`src/rtl/sr_latch_pkg.sv`:
```
// Shared constants for the SR ring: {S,R} drive codes and the default ring length.
package sr_latch_pkg;

    localparam int N_DEFAULT = 8;

    localparam logic [1:0] SR_HOLD    = 2'b00;
    localparam logic [1:0] SR_RESET   = 2'b01;
    localparam logic [1:0] SR_SET     = 2'b10;
    localparam logic [1:0] SR_ILLEGAL = 2'b11;

endpackage

```
`src/rtl/sr_cell.sv`:
```
// Clocked SR storage element with enable and synchronous active-high clear.
module sr_cell
    import sr_latch_pkg::*;
(
    input  logic clk,
    input  logic rst_n,
    input  logic en,
    input  logic s,
    input  logic r,
    output logic q
);

    logic r_q;
    logic [1:0] w_code;

    assign w_code = {s, r};

    // rst_n is the legacy name of an active-high clear.
    always_ff @(posedge clk) begin
        if (rst_n) begin
            r_q <= 1'b0;
        end else if (en) begin
            case (w_code)
                SR_SET:   r_q <= 1'b1;
                SR_RESET: r_q <= 1'b0;
                default:  r_q <= r_q;   // hold, and hold on the illegal 11 code
            endcase
        end
    end

    assign q = r_q;

endmodule

```
`src/rtl/sr_latch_net.sv`:
```
// Ring of N SR cells with inverted feedback into stage 0, forming a 2N-state Johnson sequence.
module sr_latch_net
    import sr_latch_pkg::*;
#(
    parameter int N = N_DEFAULT
) (
    input  logic clk,
    input  logic rst_n,
    input  logic enabled,
    output logic b
);

    logic [N-1:0] w_q;
    logic [N-1:0] w_s;
    logic [N-1:0] w_r;

    assign w_s[0] = ~w_q[N-1];
    assign w_r[0] =  w_q[N-1];

    genvar i;
    generate
        for (i = 1; i < N; i++) begin : g_drive
            assign w_s[i] =  w_q[i-1];
            assign w_r[i] = ~w_q[i-1];
        end

        for (i = 0; i < N; i++) begin : g_stage
            sr_cell u_cell (
                .clk   (clk),
                .rst_n (rst_n),
                .en    (enabled),
                .s     (w_s[i]),
                .r     (w_r[i]),
                .q     (w_q[i])
            );
        end
    endgenerate

    assign b = w_q[0];

endmodule

```
`config.mk`:
```
export PLATFORM = sky130hd
export DESIGN_NAME = sr_latch_net
export DESIGN_NICKNAME = d
export VERILOG_FILES = /design/src/rtl/sr_latch_pkg.sv /design/src/rtl/sr_cell.sv /design/src/rtl/sr_latch_net.sv
export SDC_FILE = /design/constraint.sdc
export NUM_CORES = 1
export LEC_CHECK = 0
export CAP_MARGIN = 20
export CORE_AREA = 3 3 40 42
export CTS_CLUSTER_DIAMETER = 40
export CTS_CLUSTER_SIZE = 25
export DETAILED_ROUTE_END_ITERATION = 16
export DIE_AREA = 0 0 43 45
export PLACE_DENSITY = 0.35
export SYNTH_ARGS = -nofsm -noshare
export SYNTH_HDL_FRONTEND = slang
export SYNTH_SLANG_ARGS = --single-unit
export TNS_END_PERCENT = 5
```
`constraint.sdc`:
```
create_clock -name clk -period 0.8 [get_ports clk]
set_input_delay 0.12 -clock clk [delete_from_list [all_inputs] [get_ports clk]]
set_output_delay 0.12 -clock clk [all_outputs]
set_load 0.02 [all_outputs]
```
; ---- Word-level counts from Yosys, hierarchy flattened
; Index checks and enable logic that the tools add are counted.
[totals]
ff_bits = 8
input_bits = 3
output_inout_bits = 1
elab_cells = 56
[op_classes]
eq_ne = 16
mux = 8
n_bitwise = 8
n_reduce_logical = 16
[op_table]
columns = operator, n
row1 = == test 2 x 1 -> 1 bit (second input constant), 8
row2 = == test 2 bit (second input constant), 8
row3 = one-hot mux 1 bit (2 select lines), 8
row4 = AND reduction 2 bit, 8
row5 = nonzero test 2 bit, 8
row6 = NOT 1 bit, 8

; ---- Depth between registers and ports, before layout
; Gate-level depths: netlist of run 1.
[depth]
word_depth = 4
mapped_depth = 3
depth_no_buf = 2

; ---- Hierarchy
; Synthesis of run 1 repeated with hierarchy kept, for this count alone.
[hier_totals]
hier_cells = 64
hier_area_um2 = 570.5
[modules_own_cells]
columns = module, n_inst, cells_each, area_per_inst_um2, seq_area_each_um2
row1 = sr_cell, 8, 7, 67.6, 20.0
row2 = sr_latch_net, 1, 8, 30.0, 0.0

; ---- Least setup slack after synthesis of run 1
; OpenSTA, ideal clock, no wires.
[synth_path]
path_kind = reg2reg
start = reg, netlist name g_stage[0].u_cell.q
end = reg g_stage[0].u_cell.r_q
setup_time_ps = 67
arrival_ps = 649
required_time_ps = 733
path_slack_ps = 85
path_stages_with_launch = 3
n_path_buf = 0
synth_period_minus_slack_ps = 715
cell_sequence = dfxtp_1 -> nand2b_1 -> a21oi_2
[synth_rtl]
columns = item, line
row1 = to (signal assigned), sr_cell.sv:26  ; default: r_q <= r_q;
row2 = to (decl), sr_cell.sv:13  ; logic r_q;

; ---- Final worst setup path of run 1
[layout_path]
start = reg g_stage[0].u_cell.r_q
end = out b
[layout_rtl]
columns = item, line
row1 = to (decl), sr_latch_net.sv:10  ; output logic b
; No word-level cell between the ends.

==> results of run 1 <==
-- routing by layer --
metal	wire length, µm	track usage [%]	up-vias
li1	-	-	107
met1	219	6.813	101
met2	207	8.383	4
met3	33	2.789	0
met4	0	9.036	0
met5	0	0	-
-- cell families (layout without fill, tap and decap cells) --
logic type | after synthesis | after routing | share of synthesized area, %
flops | 8 | 8 | 54.70
compound gates | 1 | 1 | 2.992
mux | 7 | 7 | 23.93
buf+inv | 2 | 11 | 5.127
simple gates | 9 | 9 | 13.25
-- power by group --
group	switching (mW)	internal, mW	total, mW	leakage (nW)
registers	0.00450	0.407	0.412	0.0651
clock network	0.128	0.171	0.299	0.0138
logic	0.0310	0.0452	0.0762	0.100
-- metrics by stage --
stage | cell area, µm² | power, mW | util [%] | setup TNS [ps] | hold WS [ps]
floorplan | 292.8 | 0.4582 | - | 0 | 411.2
global placement | 364.1 | 0.4919 | 28.34 | -2632 | 474.4
detailed placement | 364.1 | 0.4924 | 28.34 | -2697 | 489.8
CTS | 395.4 | 0.7986 | 30.77 | -25.98 | 426.4
global route | 395.4 | 0.8266 | 30.77 | -42.52 | 450.6
finish | 395.4 | 0.7876 | 30.77 | -11.43 | 434.7
-- repair_timing --
action	CTS	global route
resized for setup	10	0
setup endpoints to repair	9	1
buffers inserted	0	0
hold buffers	0	0
-- Yosys cell counts --
cell type and number:
nor2_1 7, buf_1 1, dfxtp_1 8, nand2b_1 2
buf_6 1, mux2i_1 7, a21oi_2 1
-- layout make-up --
type / count / area, µm²
clock buffers: 3 / 22.52
multi-input cells: 17 / 117.6
well taps: 15 / 18.77
fillers: 137 / 889.6
repair buffers: 8 / 75.07
flip-flops and latches: 8 / 161.4
-- final timing paths --
kind | cells past startpoint | slack [ps] | from | endpoint
worst max register to register | 3 | 50 | g_stage[0].u_cell.q$_SDFFE_PP0P_ | g_stage[1].u_cell.q$_SDFFE_PP0P_
worst min register to register | 2 | 500 | g_stage[6].u_cell.q$_SDFFE_PP0P_ | g_stage[7].u_cell.q$_SDFFE_PP0P_
worst max-delay path | 1 | -10 | g_stage[0].u_cell.q$_SDFFE_PP0P_ | b
worst min-delay path | 4 | 430 | enabled | g_stage[0].u_cell.q$_SDFFE_PP0P_
==> run metrics, run 1 <==
status=finished with violations; failing checks=negative setup slack; top-area cell type share of the netlist area=54.70%; fraction of layout cells with a size suffix above 1=a little under a third; fmax=~1200 MHz; Sinks on Clock Net=8; CP delay by family, top=flip-flops; # rows=13; clk_lat worst skew=250 ps; hold crit path type=in -> reg; Critical Path Start Type=flip-flop; Die H=about 45 µm; first-pass GRT wire length=848 µm; Placed Cells=48; pin count of the biggest net entering global routing=6; non-filler instance count after layout=51; iteration count of the initial detailed-routing pass=1; number of synthesized register bits=8; Total GRT Usage=6.516%; CTS Root Cell=clkbuf_4; Max Cap Viol=0; P&R area growth vs syn=35.04%; Worst VDD drop=between 0.7 and 0.8 mV; Largest register FFs=8; Final nets=41; Synth Warn #=0; Chip Width=~43 µm; initial antenna violation count=0; DR iter-0 viols=0; CP Max Fanout=2; detailed-route DRC error count=0; WL final=approximately 460 µm; Worst EP required=680 ps; core box area=1285 µm²; Final WS setup=-11.43 ps; post-DR vias/cell=just over 4; Buffers on Ports=3; htree depth=1; leading area contributor after synthesis=dfxtp_1; RSZ-0062 raised after global routing=true; die area=about 1900 µm²; Avg WL per Cell=approximately 9 µm; Setup WS pre-CTS=-331.6 ps; RePlAce Congestion=~0.62; WP data arrival=between 600 and 700 ps; starting density of the core=a little under a quarter; minimum clock period=about 810 ps; most frequent cells in the layout=mux2i_1, nor2_1, dfxtp_1; I/O pin count=4; Routed Antenna Nets=0; grt total ovfl=0; leakage power=0.1789 nW; Period Utilization, post-route=101.4%; Max-slew headroom=between 80% and 90%; Clk pin slew, worst setup/hold paths=~50 ps; post-synthesis cell count=27; n_diodes=0; critical path's slowest cell=dfxtp_2; Vias=approximately 210; Synth Area per Inst=roughly 11 µm²; pwr dens=1992 nW/µm²; Clock Skew=between 2 and 3 ps; Slew @ Worst Pin=152.6 ps; setup violators final=1; total CTS buffers=3; CP max stage delay=approximately 320 ps; vias in the first global route=around 220; nature of the critical path endpoint=primary output; syn_nets=30; post-synthesis cell area=292.8 µm²; worst setup path class=reg -> out; Seq/Total Area, Yosys=between 50% and 60%; top post-synthesis cells by area=dfxtp_1, mux2i_1, nor2_1; Distinct cells, synth=7; CTS tree=yes; crit-path cells=buf_6; CTS max path bufs=2; CP Buf/Inv Count=1; Final Max Slew Viols=0; final hold vios=0
(Power assumes the default switching activity.)
==> run 2, diff against run 1 <==
Settings changed: CAP_MARGIN 20 to 40, SKIP_LAST_GASP set to 1.
==> results of run 2 <==
Same layout as run 1: the final DEF is identical, and so are final timing and power.
Main changes from that run: number of gates resized after CTS 10 -> 7
==> run 3, diff against run 2 <==
Settings changed: CORE_AREA 3 3 40 42 to 10 10 47 49, DIE_AREA 0 0 43 45 to 0 0 57 59.
==> run 3 against run 2 <==
Compared with the run above: the run still ends with negative setup slack left; register-to-register slack improved by 30 ps; critical path type unchanged; cell count up 2.0%; non-clock buffer count did not move; sequential power is essentially flat.
==> run metrics, run 3 (synthesized netlist as in run 1, its figures left out) <==
status=finished with violations; failing checks=negative setup slack; hold crit path type=in -> reg; Critical Path Stages=1 (unchanged); WL final=450 µm (-2.0%); vias in the first global route=188 (-15%); met3 Resource Use GR=2.790% (about the same); Total GRT Usage=3.465% (-3.1 points); first-pass GRT wire length=814 µm (-4.0%); internal power=623.6 µW (about the same); pin count of the biggest net entering global routing=6 (unchanged); post-DR vias/cell=3.846 (-7.5%); n_diodes=0 (unchanged); fraction of layout cells with a size suffix above 1=30.56% (unchanged); iteration count of the initial detailed-routing pass=1 (unchanged); Die H=59 µm (+31%); Clock Skew=1.961 ps (-0.7354 ps); Setup WS pre-CTS=-294.4 ps (+37.23 ps); # rows=14 (+1); setup violators final=1 (unchanged); CTS Root Cell=clkbuf_4; switching power=164.2 µW (+0.17%); core box area=1401 µm² (+9.1%); Final WS setup=-7.774 ps (+3.657 ps); area of the multi-input gates=117.6 µm² (unchanged); Largest register FFs=8 (unchanged); most frequent cells in the layout=mux2i_1, nor2_1, dfxtp_1; clk_lat worst skew=250 ps (about the same); Hold Buf Count CTS=0 (unchanged); CP delay by family, top=flip-flops; r2r worst-path depth=3 (unchanged); Power Total=787.7 µW (about the same); CTS tree=yes; DR iter-0 viols=0 (unchanged); Period Utilization, post-route=101.0% (-0.46 points); Hold WS=429.1 ps (-5.522 ps); I/O pin count=4 (unchanged); Placed Cells=49 (+2.1%); Final Max Slew Viols=0 (unchanged); Chip Width=57 µm (+33%); Max-slew headroom=92.04% (+2.5 points); Critical Path Start Type=flip-flop; crit-path cells=buf_6; WP data arrival=690 ps (about the same); Worst EP required=680 ps (about the same); fillers=161 (+18%); worst setup path class=reg -> out; Final nets=41 (unchanged); fmax=1238 MHz (+0.45%); CP Max Fanout=2 (unchanged); leakage power=0.1789 nW (unchanged); pwr dens=1986 nW/µm² (-0.29%); Clk pwr share=38.1% (about the same); nature of the critical path endpoint=primary output; CP max stage delay=320 ps (about the same); GR Layer Usage met2=3.101% (-5.3 points); Worst VDD drop=0.7244 mV (-3.1%); M1 GR Usage=3.823% (-3.0 points); critical path's slowest cell=dfxtp_2; Avg WL per Cell=8.654 µm (-3.8%); grt total ovfl=0 (unchanged); Vias=200 (-5.7%); RePlAce Congestion=0.6152 (about the same); initial antenna violation count=0 (unchanged); CTS max path bufs=2 (unchanged); sw frac=20.84% (+0.031 points); Max Cap Viol=0 (unchanged); Combinational Power Share=9.6% (about the same); Routed Antenna Nets=0 (unchanged); Clk pin slew, worst setup/hold paths=50 ps (about the same); Storage cell area=161.4 µm² (unchanged); P&R area growth vs syn=35.47%; minimum clock period=807.8 ps (-3.657 ps); non-filler instance count after layout=52 (+2.0%); final hold vios=0 (unchanged); sequential power share=52.2% (about the same); starting density of the core=20.89% (-1.9 points); htree depth=1 (unchanged); WHS Path Cells=4 (unchanged); Buffers on Ports=3 (unchanged); Most Crowded Layer GR=met4; RSZ-0062 raised after global routing=true; CP Buf/Inv Count=1 (unchanged); total CTS buffers=3 (unchanged); detailed-route DRC error count=0 (unchanged); Sinks on Clock Net=8 (unchanged); die area=3363 µm² (+74%); Slew @ Worst Pin=116.0 ps (-36.55 ps)
[run 3: cell counts in the layout (fill, tap and decap cells not counted)]
Identical to the previous run, type by type.
[run 3: worst paths after layout]
path                                    startpoint                          endpoint  slack (ps)
setup / recovery  g_stage[0].u_cell.q$_SDFFE_PP0P_                                 b          -8
hold / removal                             enabled  g_stage[0].u_cell.q$_SDFFE_PP0P_         430
setup reg to reg  g_stage[0].u_cell.q$_SDFFE_PP0P_  g_stage[1].u_cell.q$_SDFFE_PP0P_          80
hold reg to reg   g_stage[7].u_cell.q$_SDFFE_PP0P_  g_stage[7].u_cell.q$_SDFFE_PP0P_         480
[run 3: layout make-up]
type / count / area share (%)
clock buffers: 3 / 5.678
well taps: 16 / 5.047
repair buffers: 8 / 18.93
flip-flops and latches: 8 / 40.69
multi-input cells: 17 / 29.65
[run 3: worst min-delay path: stages]
cell and delay [ps]:
dlygate4sd2_1 260, buf_6 140, nand2b_1 70, a21oi_2 50
[run 3: metal layers]
layer | wire (µm) | up-vias
met3 | 39 | 2
met2 | 167 | 4
met1 | 233 | 84
met4 | 9 | 0
li1 | - | 110
met5 | 0 | -
[run 3: per-stage QoR]
step / util (%) / instance area (µm²) / setup TNS (ps)
after global placement: 26.07 / 365.4 / -2501
after CTS: 28.30 / 396.6 / -23.40
after global routing: 28.30 / 396.6 / -44.87
after floorplan: - / 292.8 / 0
after detailed placement: 26.07 / 365.4 / -2518
final: 28.30 / 396.6 / -7.774
[run 3: power groups by stage]
stage	clock (mW)	combinational [mW]	sequential, mW
2_1_floorplan	0	0.0355	0.423
3_3_place_gp	0	0.0738	0.419
3_5_place_dp	0	0.0740	0.419
4_1_cts	0.318	0.0774	0.411
5_1_grt	0.342	0.0813	0.412
6_report	0.300	0.0759	0.411
[run 3: repair_timing]
item,CTS,global route
setup buffers,0,0
hold endpoints to repair,0,0
gates resized for setup,10,0
gates cloned,0,0
endpoints found under the setup margin,8,1
